### src/rtl/k005297_pkg.sv
// Shared types and constants for the k005297 upstream DMA sequencer.
// The DTACK wait-state option is selected by DMASEQ_DTACK_WAIT_EN.
package k005297_pkg;

    localparam int XFER_LEN_W = 4;
    localparam int ADDR_W     = 23;
    localparam int REM_W      = XFER_LEN_W + 1;

    localparam logic [7:0] ROT8_IDLE  = 8'h00;
    localparam logic [7:0] ROT8_START = 8'h01;

    typedef enum logic [2:0] {
        ST_IDLE,
        ST_REQ,
        ST_WAITBUS,
        ST_CYCLE,
        ST_RELEASE
    } state_e;

    // A zero length field encodes a full 16-word burst.
    function automatic logic [REM_W-1:0] len_words(
        input logic [XFER_LEN_W-1:0] len
    );
        return (len == '0) ? REM_W'(1 << XFER_LEN_W) : REM_W'(len);
    endfunction

endpackage

### src/rtl/k005297_dmaseq_if.sv
// Bus, buffer and timing signals between the DMA sequencer and its environment.
// master = sequencer side, slave = bus/buffer side.
interface k005297_dmaseq_if;
    import k005297_pkg::*;

    logic                  i_CLK4M_PCEN_n;
    logic                  i_CLK2M_PCEN_n;
    logic                  i_XFER_REQ;
    logic                  i_XFER_WR;
    logic [XFER_LEN_W-1:0] i_XFER_LEN;
    logic                  i_ADDR_LD;
    logic [ADDR_W-1:0]     i_ADDR;
    logic                  i_ABORT;
    logic                  i_BG_n;
    logic                  i_AS_n;
    logic                  i_DTACK_n;
    logic                  i_BGACK_n;
    logic                  o_BR_n;
    logic                  o_BGACK_n;
    logic [7:0]            o_ROT8;
    logic                  o_DMA_ACT;
    logic                  o_DMA_WR_ACT_n;
    logic [ADDR_W-1:0]     o_ADDR;
    logic                  o_WORD_ACK;
    logic                  o_XFER_DONE;

    modport master (
        input  i_CLK4M_PCEN_n, i_CLK2M_PCEN_n,
        input  i_XFER_REQ, i_XFER_WR, i_XFER_LEN,
        input  i_ADDR_LD, i_ADDR, i_ABORT,
        input  i_BG_n, i_AS_n, i_DTACK_n, i_BGACK_n,
        output o_BR_n, o_BGACK_n, o_ROT8, o_DMA_ACT,
        output o_DMA_WR_ACT_n, o_ADDR, o_WORD_ACK, o_XFER_DONE
    );

    modport slave (
        output i_CLK4M_PCEN_n, i_CLK2M_PCEN_n,
        output i_XFER_REQ, i_XFER_WR, i_XFER_LEN,
        output i_ADDR_LD, i_ADDR, i_ABORT,
        output i_BG_n, i_AS_n, i_DTACK_n, i_BGACK_n,
        input  o_BR_n, o_BGACK_n, o_ROT8, o_DMA_ACT,
        input  o_DMA_WR_ACT_n, o_ADDR, o_WORD_ACK, o_XFER_DONE
    );

endinterface

### src/rtl/k005297_rot8.sv
// One-hot 8-phase ring counter for the DMA bus cycle.
// Priority: clear, then load-start, then advance unless stalled.
module k005297_rot8
    import k005297_pkg::*;
(
    input  logic       i_clk,
    input  logic       i_rst,
    input  logic       i_load,
    input  logic       i_adv,
    input  logic       i_clr,
    input  logic       i_stall,
    output logic [7:0] o_rot8,
    output logic       o_last
);

    logic [7:0] rot8_q;
    logic [7:0] rot8_d;

    always_comb begin
        rot8_d = rot8_q;
        if (i_clr) begin
            rot8_d = ROT8_IDLE;
        end else if (i_load) begin
            rot8_d = ROT8_START;
        end else if (i_adv && !i_stall) begin
            rot8_d = {rot8_q[6:0], rot8_q[7]};
        end
    end

    always_ff @(posedge i_clk or posedge i_rst) begin
        if (i_rst) begin
            rot8_q <= ROT8_IDLE;
        end else begin
            rot8_q <= rot8_d;
        end
    end

    assign o_rot8 = rot8_q;
    assign o_last = rot8_q[7];

endmodule

### src/rtl/k005297_dmaseq.sv
// Upstream DMA sequencer: BR/BG/BGACK arbitration, word bursts, ROT8 timing.
// Define DMASEQ_DTACK_WAIT_EN to hold phase 5 until DTACK is asserted.
module k005297_dmaseq
    import k005297_pkg::*;
(
    input  logic             i_MCLK,
    input  logic             i_RST,
    k005297_dmaseq_if.master bus
);

    state_e             state_q, state_d;
    logic               wr_q, wr_d;
    logic [REM_W-1:0]   rem_q, rem_d;
    logic               abort_q, abort_d;
    logic [ADDR_W-1:0]  addr_q, addr_d;
    logic               br_n_q, br_n_d;
    logic               bgack_n_q, bgack_n_d;
    logic               ack_q, ack_d;
    logic               done_q, done_d;

    logic       cen4, cen2;
    logic       abort_any;
    logic       bus_free;
    logic       word_end;
    logic       rot_load, rot_clr, rot_adv, rot_stall;
    logic       rot_last;
    logic [7:0] rot8;

    assign cen4      = ~bus.i_CLK4M_PCEN_n;
    assign cen2      = ~bus.i_CLK2M_PCEN_n;
    assign abort_any = abort_q | bus.i_ABORT;
    assign bus_free  = bus.i_AS_n & bus.i_DTACK_n & bus.i_BGACK_n;
    assign rot_adv   = cen4 & (state_q == ST_CYCLE);
    assign word_end  = rot_adv & rot_last;

`ifdef DMASEQ_DTACK_WAIT_EN
    assign rot_stall = rot8[5] & bus.i_DTACK_n;
`else
    assign rot_stall = 1'b0;
`endif

    k005297_rot8 u_rot8 (
        .i_clk   (i_MCLK),
        .i_rst   (i_RST),
        .i_load  (rot_load),
        .i_adv   (rot_adv),
        .i_clr   (rot_clr),
        .i_stall (rot_stall),
        .o_rot8  (rot8),
        .o_last  (rot_last)
    );

    always_comb begin
        state_d   = state_q;
        wr_d      = wr_q;
        rem_d     = rem_q;
        abort_d   = abort_q;
        addr_d    = addr_q;
        br_n_d    = br_n_q;
        bgack_n_d = bgack_n_q;
        ack_d     = 1'b0;
        done_d    = 1'b0;
        rot_load  = 1'b0;
        rot_clr   = 1'b0;
        unique case (state_q)
            ST_IDLE: begin
                if (bus.i_ADDR_LD) begin
                    addr_d = bus.i_ADDR;
                end
                if (bus.i_XFER_REQ) begin
                    wr_d    = bus.i_XFER_WR;
                    rem_d   = len_words(bus.i_XFER_LEN);
                    abort_d = 1'b0;
                    br_n_d  = 1'b0;
                    state_d = ST_REQ;
                end
            end
            ST_REQ, ST_WAITBUS: begin
                if (abort_any) begin
                    abort_d = 1'b0;
                    br_n_d  = 1'b1;
                    done_d  = 1'b1;
                    state_d = ST_IDLE;
                end else if (state_q == ST_REQ) begin
                    if (cen2 && !bus.i_BG_n) begin
                        state_d = ST_WAITBUS;
                    end
                end else if (cen2 && bus_free) begin
                    bgack_n_d = 1'b0;
                    br_n_d    = 1'b1;
                    rot_load  = 1'b1;
                    state_d   = ST_CYCLE;
                end
            end
            ST_CYCLE: begin
                abort_d = abort_any;
                if (word_end) begin
                    ack_d  = 1'b1;
                    addr_d = addr_q + ADDR_W'(1);
                    rem_d  = rem_q - REM_W'(1);
                    // Chain straight into the next word: no phase-0 gap.
                    if (rem_q != REM_W'(1) && !abort_any) begin
                        rot_load = 1'b1;
                    end else begin
                        rot_clr = 1'b1;
                        state_d = ST_RELEASE;
                    end
                end
            end
            ST_RELEASE: begin
                if (cen2) begin
                    bgack_n_d = 1'b1;
                    done_d    = 1'b1;
                    abort_d   = 1'b0;
                    state_d   = ST_IDLE;
                end
            end
            default: begin
                state_d = ST_IDLE;
            end
        endcase
    end

    always_ff @(posedge i_MCLK or posedge i_RST) begin
        if (i_RST) begin
            state_q   <= ST_IDLE;
            wr_q      <= 1'b0;
            rem_q     <= '0;
            abort_q   <= 1'b0;
            addr_q    <= '0;
            br_n_q    <= 1'b1;
            bgack_n_q <= 1'b1;
            ack_q     <= 1'b0;
            done_q    <= 1'b0;
        end else begin
            state_q   <= state_d;
            wr_q      <= wr_d;
            rem_q     <= rem_d;
            abort_q   <= abort_d;
            addr_q    <= addr_d;
            br_n_q    <= br_n_d;
            bgack_n_q <= bgack_n_d;
            ack_q     <= ack_d;
            done_q    <= done_d;
        end
    end

    assign bus.o_BR_n         = br_n_q;
    assign bus.o_BGACK_n      = bgack_n_q;
    assign bus.o_ROT8         = rot8;
    assign bus.o_DMA_ACT      = |rot8;
    assign bus.o_DMA_WR_ACT_n = ~((|rot8) & wr_q);
    assign bus.o_ADDR         = addr_q;
    assign bus.o_WORD_ACK     = ack_q;
    assign bus.o_XFER_DONE    = done_q;

endmodule

### src/flat_wrapper.sv
// flat-port wrapper written by rule: the top's interface ports become plain ports
module k005297_dmaseq_flat import k005297_pkg::*;
  (i_MCLK, i_RST, bus_i_CLK4M_PCEN_n, bus_i_CLK2M_PCEN_n, bus_i_XFER_REQ, bus_i_XFER_WR, bus_i_XFER_LEN, bus_i_ADDR_LD, bus_i_ADDR, bus_i_ABORT, bus_i_BG_n, bus_i_AS_n, bus_i_DTACK_n, bus_i_BGACK_n, bus_o_BR_n, bus_o_BGACK_n, bus_o_ROT8, bus_o_DMA_ACT, bus_o_DMA_WR_ACT_n, bus_o_ADDR, bus_o_WORD_ACK, bus_o_XFER_DONE);
  k005297_dmaseq_if bus_i ();
  input  logic i_MCLK;
  input  logic i_RST;
  input wire logic [$bits(bus_i.i_CLK4M_PCEN_n)-1:0] bus_i_CLK4M_PCEN_n;
  input wire logic [$bits(bus_i.i_CLK2M_PCEN_n)-1:0] bus_i_CLK2M_PCEN_n;
  input wire logic [$bits(bus_i.i_XFER_REQ)-1:0] bus_i_XFER_REQ;
  input wire logic [$bits(bus_i.i_XFER_WR)-1:0] bus_i_XFER_WR;
  input wire logic [$bits(bus_i.i_XFER_LEN)-1:0] bus_i_XFER_LEN;
  input wire logic [$bits(bus_i.i_ADDR_LD)-1:0] bus_i_ADDR_LD;
  input wire logic [$bits(bus_i.i_ADDR)-1:0] bus_i_ADDR;
  input wire logic [$bits(bus_i.i_ABORT)-1:0] bus_i_ABORT;
  input wire logic [$bits(bus_i.i_BG_n)-1:0] bus_i_BG_n;
  input wire logic [$bits(bus_i.i_AS_n)-1:0] bus_i_AS_n;
  input wire logic [$bits(bus_i.i_DTACK_n)-1:0] bus_i_DTACK_n;
  input wire logic [$bits(bus_i.i_BGACK_n)-1:0] bus_i_BGACK_n;
  output wire logic [$bits(bus_i.o_BR_n)-1:0] bus_o_BR_n;
  output wire logic [$bits(bus_i.o_BGACK_n)-1:0] bus_o_BGACK_n;
  output wire logic [$bits(bus_i.o_ROT8)-1:0] bus_o_ROT8;
  output wire logic [$bits(bus_i.o_DMA_ACT)-1:0] bus_o_DMA_ACT;
  output wire logic [$bits(bus_i.o_DMA_WR_ACT_n)-1:0] bus_o_DMA_WR_ACT_n;
  output wire logic [$bits(bus_i.o_ADDR)-1:0] bus_o_ADDR;
  output wire logic [$bits(bus_i.o_WORD_ACK)-1:0] bus_o_WORD_ACK;
  output wire logic [$bits(bus_i.o_XFER_DONE)-1:0] bus_o_XFER_DONE;
  assign bus_i.i_CLK4M_PCEN_n = bus_i_CLK4M_PCEN_n;
  assign bus_i.i_CLK2M_PCEN_n = bus_i_CLK2M_PCEN_n;
  assign bus_i.i_XFER_REQ = bus_i_XFER_REQ;
  assign bus_i.i_XFER_WR = bus_i_XFER_WR;
  assign bus_i.i_XFER_LEN = bus_i_XFER_LEN;
  assign bus_i.i_ADDR_LD = bus_i_ADDR_LD;
  assign bus_i.i_ADDR = bus_i_ADDR;
  assign bus_i.i_ABORT = bus_i_ABORT;
  assign bus_i.i_BG_n = bus_i_BG_n;
  assign bus_i.i_AS_n = bus_i_AS_n;
  assign bus_i.i_DTACK_n = bus_i_DTACK_n;
  assign bus_i.i_BGACK_n = bus_i_BGACK_n;
  assign bus_o_BR_n = bus_i.o_BR_n;
  assign bus_o_BGACK_n = bus_i.o_BGACK_n;
  assign bus_o_ROT8 = bus_i.o_ROT8;
  assign bus_o_DMA_ACT = bus_i.o_DMA_ACT;
  assign bus_o_DMA_WR_ACT_n = bus_i.o_DMA_WR_ACT_n;
  assign bus_o_ADDR = bus_i.o_ADDR;
  assign bus_o_WORD_ACK = bus_i.o_WORD_ACK;
  assign bus_o_XFER_DONE = bus_i.o_XFER_DONE;
  k005297_dmaseq u_core (.i_MCLK(i_MCLK), .i_RST(i_RST), .bus(bus_i));
endmodule
### config.mk
export PLATFORM = sky130hd
export DESIGN_NAME = k005297_dmaseq_flat
export DESIGN_NICKNAME = d
export VERILOG_FILES = /design/src/rtl/k005297_pkg.sv /design/src/rtl/k005297_dmaseq_if.sv /design/src/rtl/k005297_rot8.sv /design/src/rtl/k005297_dmaseq.sv /design/src/flat_wrapper.sv
export SDC_FILE = /design/constraint.sdc
export NUM_CORES = 1
export LEC_CHECK = 0
export ABC_AREA = 1
export ABC_CLOCK_PERIOD_IN_PS = 1800
export CORE_MARGIN = 1
export CORE_UTILIZATION = 53
export CTS_CLUSTER_DIAMETER = 40
export CTS_CLUSTER_SIZE = 30
export DETAILED_ROUTE_END_ITERATION = 8
export DONT_BUFFER_PORTS = 1
export GPL_ROUTABILITY_DRIVEN = 0
export PLACE_DENSITY = 0.68
export SETUP_SLACK_MARGIN = 0.2
export SLEW_MARGIN = 20
export SYNTH_ARGS = -nofsm -noshare
export SYNTH_HDL_FRONTEND = slang
export SYNTH_SLANG_ARGS = --single-unit
### constraint.sdc
create_clock -name i_MCLK -period 1.8 [get_ports i_MCLK]
set_input_delay 0.09 -clock i_MCLK [delete_from_list [all_inputs] [get_ports i_MCLK]]
set_output_delay 0.09 -clock i_MCLK [all_outputs]
set_load 0.03 [all_outputs]
==> impl_metrics.json, run 1 <==
{
  "status": "finished, final reports clean",
  "cts_made_buffers": 5,
  "syn2layout_area_growth_pct": 26.3,
  "die_w_um": 77.4,
  "ys_seq_area_frac": 0.374,
  "crit_type": "register to register",
  "min_period_ns": 1.62,
  "grt_max_degree": 27,
  "slew_headroom": 0.691,
  "p_per_area_nw_per_um2": 1890,
  "synth-compound-area-share": 0.0855,
  "hold_viol_final": 0,
  "drive_gt1_frac": 0.230,
  "synth_xor_xnor_area_share": 0.0145,
  "cts.sinks": 45,
  "syn_inst": 452,
  "core_area_um2": 5510,
  "synthAdderAreaFrac": 0.0125,
  "worstPathRequired_ns": 2.01,
  "grt_pass1_vias": 2909,
  "worst_skew_pair.late_latency_ns": 0.31,
  "grt_overflow": 0,
  "grt_setup_unrepaired": "true",
  "fin_skew_ns": 0.00632,
  "num_vias": 3101,
  "drt_iter0_markers": 205,
  "die_y_um": 77.4,
  "finalCritPeriodShare": 0.900,
  "worst_pin_slew_ns": 0.462,
  "yosysWarnings": 0,
  "postRouteAntennaNets": 0,
  "dieArea_um2": 5990,
  "drv_slew": 0,
  "port_buffers": 0,
  "clockBufferDepth": 2,
  "cp-start-kind": "register",
  "maxCapViolCount": 0,
  "start_util": 0.547,
  "fin_setup_tns_ns": 0,
  "htree_num_levels": 2,
  "place_area_um2": 3380,
  "drc": 0,
  "pin_count": 76,
  "first_pass_iters": 4,
  "fill_cells": 476,
  "synth_simple_gate_area_frac": 0.436,
  "arrival_ns": 1.83,
  "rows": 27,
  "antenna_found_initial": 0,
  "wl_per_cell_um": 14.2,
  "avgSynthCellArea_um2": 6.67,
  "track_usage": 0.287,
  "multi_input_area_um2": 1800,
  "stdcell_area_um2": 3810,
  "synthMuxAreaShare": 0.00374,
  "grt_pass1_wl_um": 13700,
  "fmax_mhz": 617,
  "path_clk_slew_ns": 0.10,
  "synth_top_family_by_area": "simple AND/OR/NAND/NOR gates",
  "hold_path.class": "input port to register",
  "fin_ws_ns": 0.180,
  "post-place-ws_ns": 0.170,
  "synth_fp_nets": 494,
  "root_buffer": "clkbuf_8",
  "hpwl_um": 5860,
  "ys_types": 36,
  "critPathMaxFanout": 6,
  "ys_ff_latch": 45,
  "viasPerCell": 5.35,
  "nets": 549,
  "syn_area_um2": 3010,
  "crit_path_end_kind": "register",
  "antenna_cells": 0,
  "p_leak_nw": 1.84,
  "wirelength_um": 8260,
  "peakVddDrop_mv": 0.969,
  "finalSetupViolations": 0,
  "tritoncts": "done",
  "regArea_um2": 1130
}
==> report_power, final <==
part	switching [mW]	internal (mW)
Combinational	2.76	1.73
Clock	0.396	0.276
Sequential	0.574	1.47
==> cell families after synthesis <==
family                     after synthesis
xor gates and xnor gates                 5
DFF                                     45
buffers and inverters                   49
adders and majority gates                3
muxes                                    1
and+or+nand+nor                        304
AOI/OAI and AO/OA                       45
==> cells in the final DEF (no fill, tap or decap), drive strengths merged <==
master / count
dfstp: 2
nand2: 164
and2: 1
mux2: 1
dfrtp: 43
nor2: 77
xor2: 1
clkinv: 1
nand4: 8
dlygate4sd3: 8
clkinvlp: 2
buf: 49
a21o: 1
ha: 3
nor3: 4
o21ai: 27
o41ai: 1
inv: 37
or2: 5
nand3: 43
xnor2: 4
a31oi: 1
or4: 1
clkbuf: 7
a21oi: 14
nand3b: 2
o21a: 1
==> metrics by stage <==
| step | hold WS, ns | instances | total power, mW | util |
|---|---|---|---|---|
| 2_1_floorplan | 0.226 | 452 | 4.77 | - |
| 3_3_place_gp | 0.0150 | 554 | 5.75 | 0.613 |
| 3_5_place_dp | 0.0221 | 554 | 5.85 | 0.613 |
| 4_1_cts | 0.00344 | 570 | 6.63 | 0.648 |
| 5_1_grt | 0.00812 | 580 | 7.78 | 0.691 |
| 6_report | 0.00539 | 580 | 7.21 | 0.691 |
==> layout make-up <==
class / count / area share
multi-input cells: 359 / 0.472
clock inverters: 3 / 0.00559
clock buffers: 5 / 0.0181
inverters: 37 / 0.0381
well taps: 72 / 0.0237
repair buffers: 59 / 0.144
flip-flops and latches: 45 / 0.298
==> synth_stat cells (all sizes together) <==
library cell,instances,share of area
ha,3,0.012
nand3,43,0.076
o21ai,27,0.052
a31oi,1,0.0021
clkbuf,2,0.0025
or4,1,0.0025
a21o,1,0.0025
o21a,1,0.0025
nor3,4,0.0066
nand4,8,0.017
buf,10,0.024
dfrtp,43,0.36
or2,5,0.011
dfstp,2,0.017
o41ai,1,0.0029
nand2,163,0.21
and2,1,0.0021
a21oi,14,0.023
nor2,77,0.10
xor2,1,0.0029
nand3b,2,0.0050
inv,37,0.046
xnor2,4,0.012
mux2,1,0.0037
==> critical path: stages, from the launching register on <==
cell and delay [ns]:
dfrtp_1 0.45, inv_2 0.12, nand2_4 0.07, nor2_4 0.11
inv_2 0.05, or2_4 0.27, nand2_8 0.13, buf_8 0.15
nor2_1 0.04, o21ai_1 0.06, nand2_1 0.06
==> state kept, by name, summed over array words and instances, names as in the netlist, 3 cells and up <==
name / flops
u_core.u_rot8.o_rot8: 8
u_core.bus.o_ADDR: 23
u_core.state_q: 3
u_core.rem_q: 5
==> what timing repair did <==
item | 4_1_cts | 5_1_grt
pin swaps | 2 | 15
hold buffers | 8 | 0
hold endpoints to repair | 25 | 0
gates cloned | 0 | 3
setup buffers | 0 | 7
endpoints found under the setup margin | 16 | 27
resized for setup | 6 | 41
==> per-layer routing <==
layer	track usage	wire (µm)	up-vias
li1	-	-	1546
met5	0	0	-
met2	0.450	3900	94
met3	0.0518	522	11
met1	0.402	3730	1450
met4	0.0849	113	0
==> path summary, 6_finish.rpt <==
path	start	to	slack, ns	cells past startpoint
max	u_core.state_q[1]	u_core.bus.o_ADDR[9]	0.18	10
min	bus_i_XFER_REQ	u_core.wr_q	0.005	2
max reg2reg	u_core.state_q[1]	u_core.bus.o_ADDR[9]	0.18	10
min reg2reg	u_core.rem_q[1]	u_core.rem_q[1]	0.51	2
max in group asynchronous	i_RST	u_core.bus.o_ADDR[0]	1.03	3
min in group asynchronous	i_RST	u_core.wr_q	0.24	2
Note: power is estimated with default switching activity, not from simulation.
==> run 2, diff against run 1 <==
--- a/config.mk
+++ b/config.mk
@@ -14,6 +14,7 @@
 export DETAILED_ROUTE_END_ITERATION = 8
 export DONT_BUFFER_PORTS = 1
 export GPL_ROUTABILITY_DRIVEN = 0
+export GPL_TIMING_DRIVEN = 0
 export PLACE_DENSITY = 0.68
 export SETUP_SLACK_MARGIN = 0.2
 export SLEW_MARGIN = 20
==> run 2 against run 1 <==
Compared with the run above:
- the run now ends with negative hold slack left
- routed wire length is 9.6% higher
- die area stayed put
- critical path type is now register to output pin
- combinational power is 17% lower
- clock skew is 0.0048 ns higher
- core utilization is 1.3 points higher
- critical endpoint is now bus_o_DMA_ACT
- cell area is 1.9% higher
- flip-flop and latch count stayed put
- largest power group unchanged
==> impl_metrics.json, run 2 (synthesis gave the netlist of run 1 again) <==
{
  "cts.sinks": 45,
  "cpMaxStageDelayCell": "dfrtp_2",
  "holdWs_ns": -0.00214,
  "num_vias": 3187,
  "min_period_ns": 1.68,
  "layout_common_cells": "147 x nand2_1, 58 x nor2_1, 38 x nand3_1",
  "grt_setup_unrepaired": "true",
  "peakVddDrop_mv": 1.22,
  "cp-start-kind": "register",
  "fin_cells": 574,
  "drive_gt1_frac": 0.285,
  "clockBufferDepth": 2,
  "finalSetupViolations": 0,
  "crit_path_end_kind": "output pin",
  "rrSetupSlack_ns": 0.18,
  "arrival_ns": 1.59,
  "fin_setup_tns_ns": 0,
  "hold_viol_final": 1,
  "worstPathRequired_ns": 1.71,
  "tritoncts": "done",
  "grt_overflow": 0,
  "worst_pin_slew_ns": 0.627,
  "antenna_found_initial": 0,
  "worst_path_dominant_cell_family": "simple AND/OR/NAND/NOR gates",
  "maxCapViolCount": 0,
  "critPathMaxFanout": 4,
  "die_y_um": 77.4,
  "fmax_mhz": 594,
  "track_usage": 0.286,
  "cp_num_buf_inv": 0,
  "hpwl_um": 5690,
  "status": "finished, violations left",
  "viasPerCell": 5.55,
  "grt_pass1_wl_um": 13500,
  "root_buffer": "clkbuf_8",
  "finalCritPeriodShare": 0.935,
  "postRouteAntennaNets": 0,
  "rows": 27,
  "start_util": 0.547,
  "p_leak_nw": 1.80,
  "pin_count": 76,
  "drc": 0,
  "syn2layout_area_growth_pct": 28.6,
  "first_pass_iters": 5,
  "die_w_um": 77.4,
  "fill_cells": 463,
  "htree_num_levels": 2,
  "drv_slew": 0,
  "drt_iter0_markers": 195,
  "final_common_cell": "nand2_1",
  "violations": "negative hold slack",
  "critPathMaxStageDelay_ns": 0.50,
  "dp_cells": 525,
  "wirelength_um": 9060,
  "grt_max_degree": 28,
  "p_per_area_nw_per_um2": 1870,
  "port_buffers": 0,
  "slew_headroom": 0.581,
  "fin_skew_ns": 0.0111,
  "cp_cell_sequence": "or2_4, or4_4",
  "wl_per_cell_um": 15.8,
  "antenna_cells": 0,
  "core_area_um2": 5510,
  "grt_pass1_vias": 2834,
  "nets": 543,
  "cts_made_buffers": 5,
  "hold_path.class": "input port to register",
  "path_clk_slew_ns": 0.09,
  "dieArea_um2": 5990,
  "largest_reg_flops": 23,
  "worst_skew_pair.late_latency_ns": 0.31,
  "crit_type": "register to output pin",
  "final_core_util": 0.704
}
run 2: cell count changes in the layout (fill, tap and decap cells not counted), sizes merged:
cell	before	now
buf	49	39
clkbuf	7	11
dlygate4sd3	8	10
clkinv	1	0
inv	37	36
run 2: layout make-up:
type,count,area [µm²],area share
Buffer,12,110,0.0284
Clock buffer,7,76.3,0.0197
Clock inverter,1,7.51,0.00194
Inverter,37,148,0.0381
Multi-Input combinational cell,359,1890,0.488
Sequential cell,45,1160,0.299
Tap cell,72,90.1,0.0232
Timing Repair Buffer,41,393,0.101
run 2: per-stage QoR:
stage	power, mW	instance area [µm²]	worst slack (ns)
after floorplan	4.77	3030	0.188
after global placement	5.33	3120	-0.0943
after detailed placement	5.42	3140	-0.122
after CTS	6.48	3540	0.116
after global routing	7.73	3880	0.0370
final	7.26	3880	0.117
run 2: report_power, final:
group          internal, mW  leakage, nW  switching (mW)  total (mW)
registers              1.51        0.531            1.36        2.87
logic                  1.58         1.24            2.15        3.74
clock network         0.276       0.0385           0.374       0.649
total                  3.37         1.80            3.89        7.26
run 2: metal layers:
layer / vias to the layer above / routed length (µm) / part of all wire / GRT usage
met3: 24 / 620 / 0.068 / 0.0682
met1: 1463 / 3880 / 0.43 / 0.385
met2: 158 / 4330 / 0.48 / 0.448
li1: 1542 / - / - / -
met4: 0 / 233 / 0.026 / 0.104
met5: - / 0 / 0 / 0
run 2: worst paths after layout:
check / cells past startpoint / start / end
max in group asynchronous: 3 / i_RST / u_core.bus.o_ADDR[19]
min in group asynchronous: 2 / i_RST / u_core.state_q[2]
setup reg to reg: 8 / u_core.bus.o_ADDR[0] / u_core.bus.o_ADDR[12]
hold reg to reg: 2 / u_core.rem_q[3] / u_core.rem_q[3]
setup / recovery: 2 / u_core.u_rot8.o_rot8[4] / bus_o_DMA_ACT
hold / removal: 2 / bus_i_ABORT / u_core.abort_q
run 2: worst reg2reg max path, cell delays in order, from the launching register on:
cell,delay (ns)
dfrtp_2,0.55
ha_4,0.22
nand3_4,0.12
inv_1,0.13
nand3_1,0.09
or2_2,0.28
nand3_1,0.07
nand2_1,0.05
nand2_1,0.05
run 2: repair_timing:
item	in CTS	in global routing
cloned	1	3
hold buffers	10	0
endpoints found under the hold margin	34	0
pin swaps	6	10
setup endpoints to repair	31	29
gates resized for setup	49	45
buffers inserted	9	18
==> run 3, diff against run 2 <==
--- a/config.mk
+++ b/config.mk
@@ -15,7 +15,8 @@
 export DONT_BUFFER_PORTS = 1
 export GPL_ROUTABILITY_DRIVEN = 0
 export GPL_TIMING_DRIVEN = 0
-export PLACE_DENSITY = 0.68
+export HOLD_SLACK_MARGIN = 0.08
+export PLACE_DENSITY = 0.69
 export SETUP_SLACK_MARGIN = 0.2
 export SLEW_MARGIN = 20
 export SYNTH_ARGS = -nofsm -noshare
==> run 3 against run 2 <==
Compared with the run above:
- the flow now finishes without violations
- critical path depth unchanged
- clock power about the same
- final cell count increased by 2.3%
- flip-flop and latch count unchanged
==> impl_metrics.json, run 3 (synthesis gave the netlist of run 1 again) <==
{
  "nets": 556,
  "wl_per_cell_um": 14.8,
  "critPathMaxStageDelay_ns": 0.50,
  "antenna_found_initial": 0,
  "postRouteAntennaNets": 0,
  "finalSetupViolations": 0,
  "cpMaxStageDelayCell": "dfrtp_2",
  "crit_type": "register to output pin",
  "place_area_um2": 3140,
  "fill_cells": 426,
  "drc": 0,
  "grt_use_met3": 0.0588,
  "die_y_um": 77.4,
  "stdcell_area_um2": 4090,
  "start_util": 0.547,
  "p_total_mw": 7.14,
  "root_buffer": "clkbuf_8",
  "drive_gt1_frac": 0.266,
  "syn2layout_area_growth_pct": 35.6,
  "hold_viol_final": 0,
  "grt_overflow": 0,
  "worst_skew_pair.late_latency_ns": 0.31,
  "cts_made_buffers": 5,
  "htree_num_levels": 2,
  "tritoncts": "done",
  "hold_path.class": "input port to register",
  "hpwl_um": 5640,
  "rows": 27,
  "grt_pass1_vias": 2841,
  "worst_pin_slew_ns": 0.549,
  "pin_count": 76,
  "met2_usage": 0.460,
  "multi_input_area_um2": 1920,
  "min_period_ns": 1.68,
  "final_common_cell": "nand2_1",
  "arrival_ns": 1.59,
  "grt.met1_usage": 0.383,
  "grt_max_degree": 24,
  "grt_setup_unrepaired": "true",
  "layout_common_cells": "146 x nand2_1, 56 x nor2_1, 36 x nand3_1",
  "cp_cell_sequence": "or2_4, or4_4",
  "track_usage": 0.285,
  "drt_iter0_markers": 223,
  "top_usage_layer": "met2",
  "port_buffers": 0,
  "critPathMaxFanout": 4,
  "fin_skew_ns": 0.00277,
  "slew_headroom": 0.633,
  "maxCapViolCount": 0,
  "wirelength_um": 8690,
  "dieArea_um2": 5990,
  "core_area_um2": 5510,
  "clockBufferDepth": 2,
  "crit_path_end_kind": "output pin",
  "finalCritPeriodShare": 0.936,
  "cts.sinks": 45,
  "fmax_mhz": 594,
  "largest_reg_flops": 23,
  "p_leak_nw": 1.87,
  "p_per_area_nw_per_um2": 1750,
  "peakVddDrop_mv": 0.973,
  "viasPerCell": 5.47,
  "antenna_cells": 0,
  "worstPathRequired_ns": 1.71,
  "first_pass_iters": 5,
  "num_vias": 3213,
  "cp-start-kind": "register",
  "regArea_um2": 1160,
  "path_clk_slew_ns": 0.09,
  "grt_pass1_wl_um": 13400,
  "fin_setup_tns_ns": 0,
  "drv_slew": 0,
  "die_w_um": 77.4,
  "status": "finished, final reports clean"
}
## run 3: cell types whose count changed in the layout (fill, tap and decap cells not counted), moves of 2 or more
cell	delta
nand3_1	-2
buf_4	-14
buf_6	+3
clkinvlp_4	-2
nand3_2	+3
nand2_4	+2
nor2_4	+3
dlygate4sd3_1	+23
nor2_1	-2
## run 3: power by group
part	total, mW	switching [mW]	internal [mW]	leakage (nW)
Clock	0.648	0.374	0.274	0.0422
Sequential	2.84	1.32	1.51	0.531
Combinational	3.65	2.13	1.52	1.29
Total	7.14	3.83	3.31	1.87
## run 3: stage by stage
step / utilization / hold slack, ns / worst slack [ns] / instances
2_1_floorplan: - / 0.226 / 0.188 / 452
3_5_place_dp: 0.571 / 0.0572 / -0.140 / 525
3_3_place_gp: 0.566 / 0.241 / -0.111 / 524
6_report: 0.742 / 0.0986 / 0.116 / 587
4_1_cts: 0.683 / 0.0955 / 0.102 / 574
5_1_grt: 0.742 / 0.129 / 0.0537 / 587
## run 3: critical path, delay by kind of cell, from the launching register on
family / cells / cell delay (ns)
flops: 1 / 0.50
simple gates: 2 / 0.78
## run 3: cell type report
| class | count | share of cell area |
|---|---|---|
| well taps | 72 | 0.0220 |
| repair buffers | 54 | 0.141 |
| plain buffers | 12 | 0.0269 |
| inverters | 37 | 0.0364 |
| clock buffers | 7 | 0.0187 |
| flip-flops and latches | 45 | 0.284 |
| multi-input cells | 359 | 0.470 |
| clock inverters | 1 | 0.00122 |
## run 3: timing repair
action	4_1_cts	5_1_grt
hold buffers	33	0
pin swaps	6	19
gates resized for setup	51	55
hold endpoints to repair	54	0
setup endpoints to repair	30	27
setup buffers	7	10
gates cloned	1	3
## run 3: path summary, 6_finish.rpt
path	startpoint	end	slack, ns	cells past startpoint
setup / recovery	u_core.u_rot8.o_rot8[4]	bus_o_DMA_ACT	0.12	2
max in group asynchronous	i_RST	u_core.bus.o_ADDR[5]	1.00	3
min in group asynchronous	i_RST	u_core.u_rot8.o_rot8[6]	0.28	2
setup reg to reg	u_core.bus.o_ADDR[1]	u_core.bus.o_ADDR[14]	0.19	9
hold / removal	bus_i_BG_n	u_core.state_q[0]	0.1	4
hold reg to reg	u_core.rem_q[1]	u_core.rem_q[1]	0.51	2
## run 3: routing by layer
layer,part of all wire,wire length [µm],up-vias
met1,0.45,3900,1514
met3,0.056,485,19
met5,0,0,-
met4,0.020,178,0
met2,0.48,4130,112
li1,-,-,1568
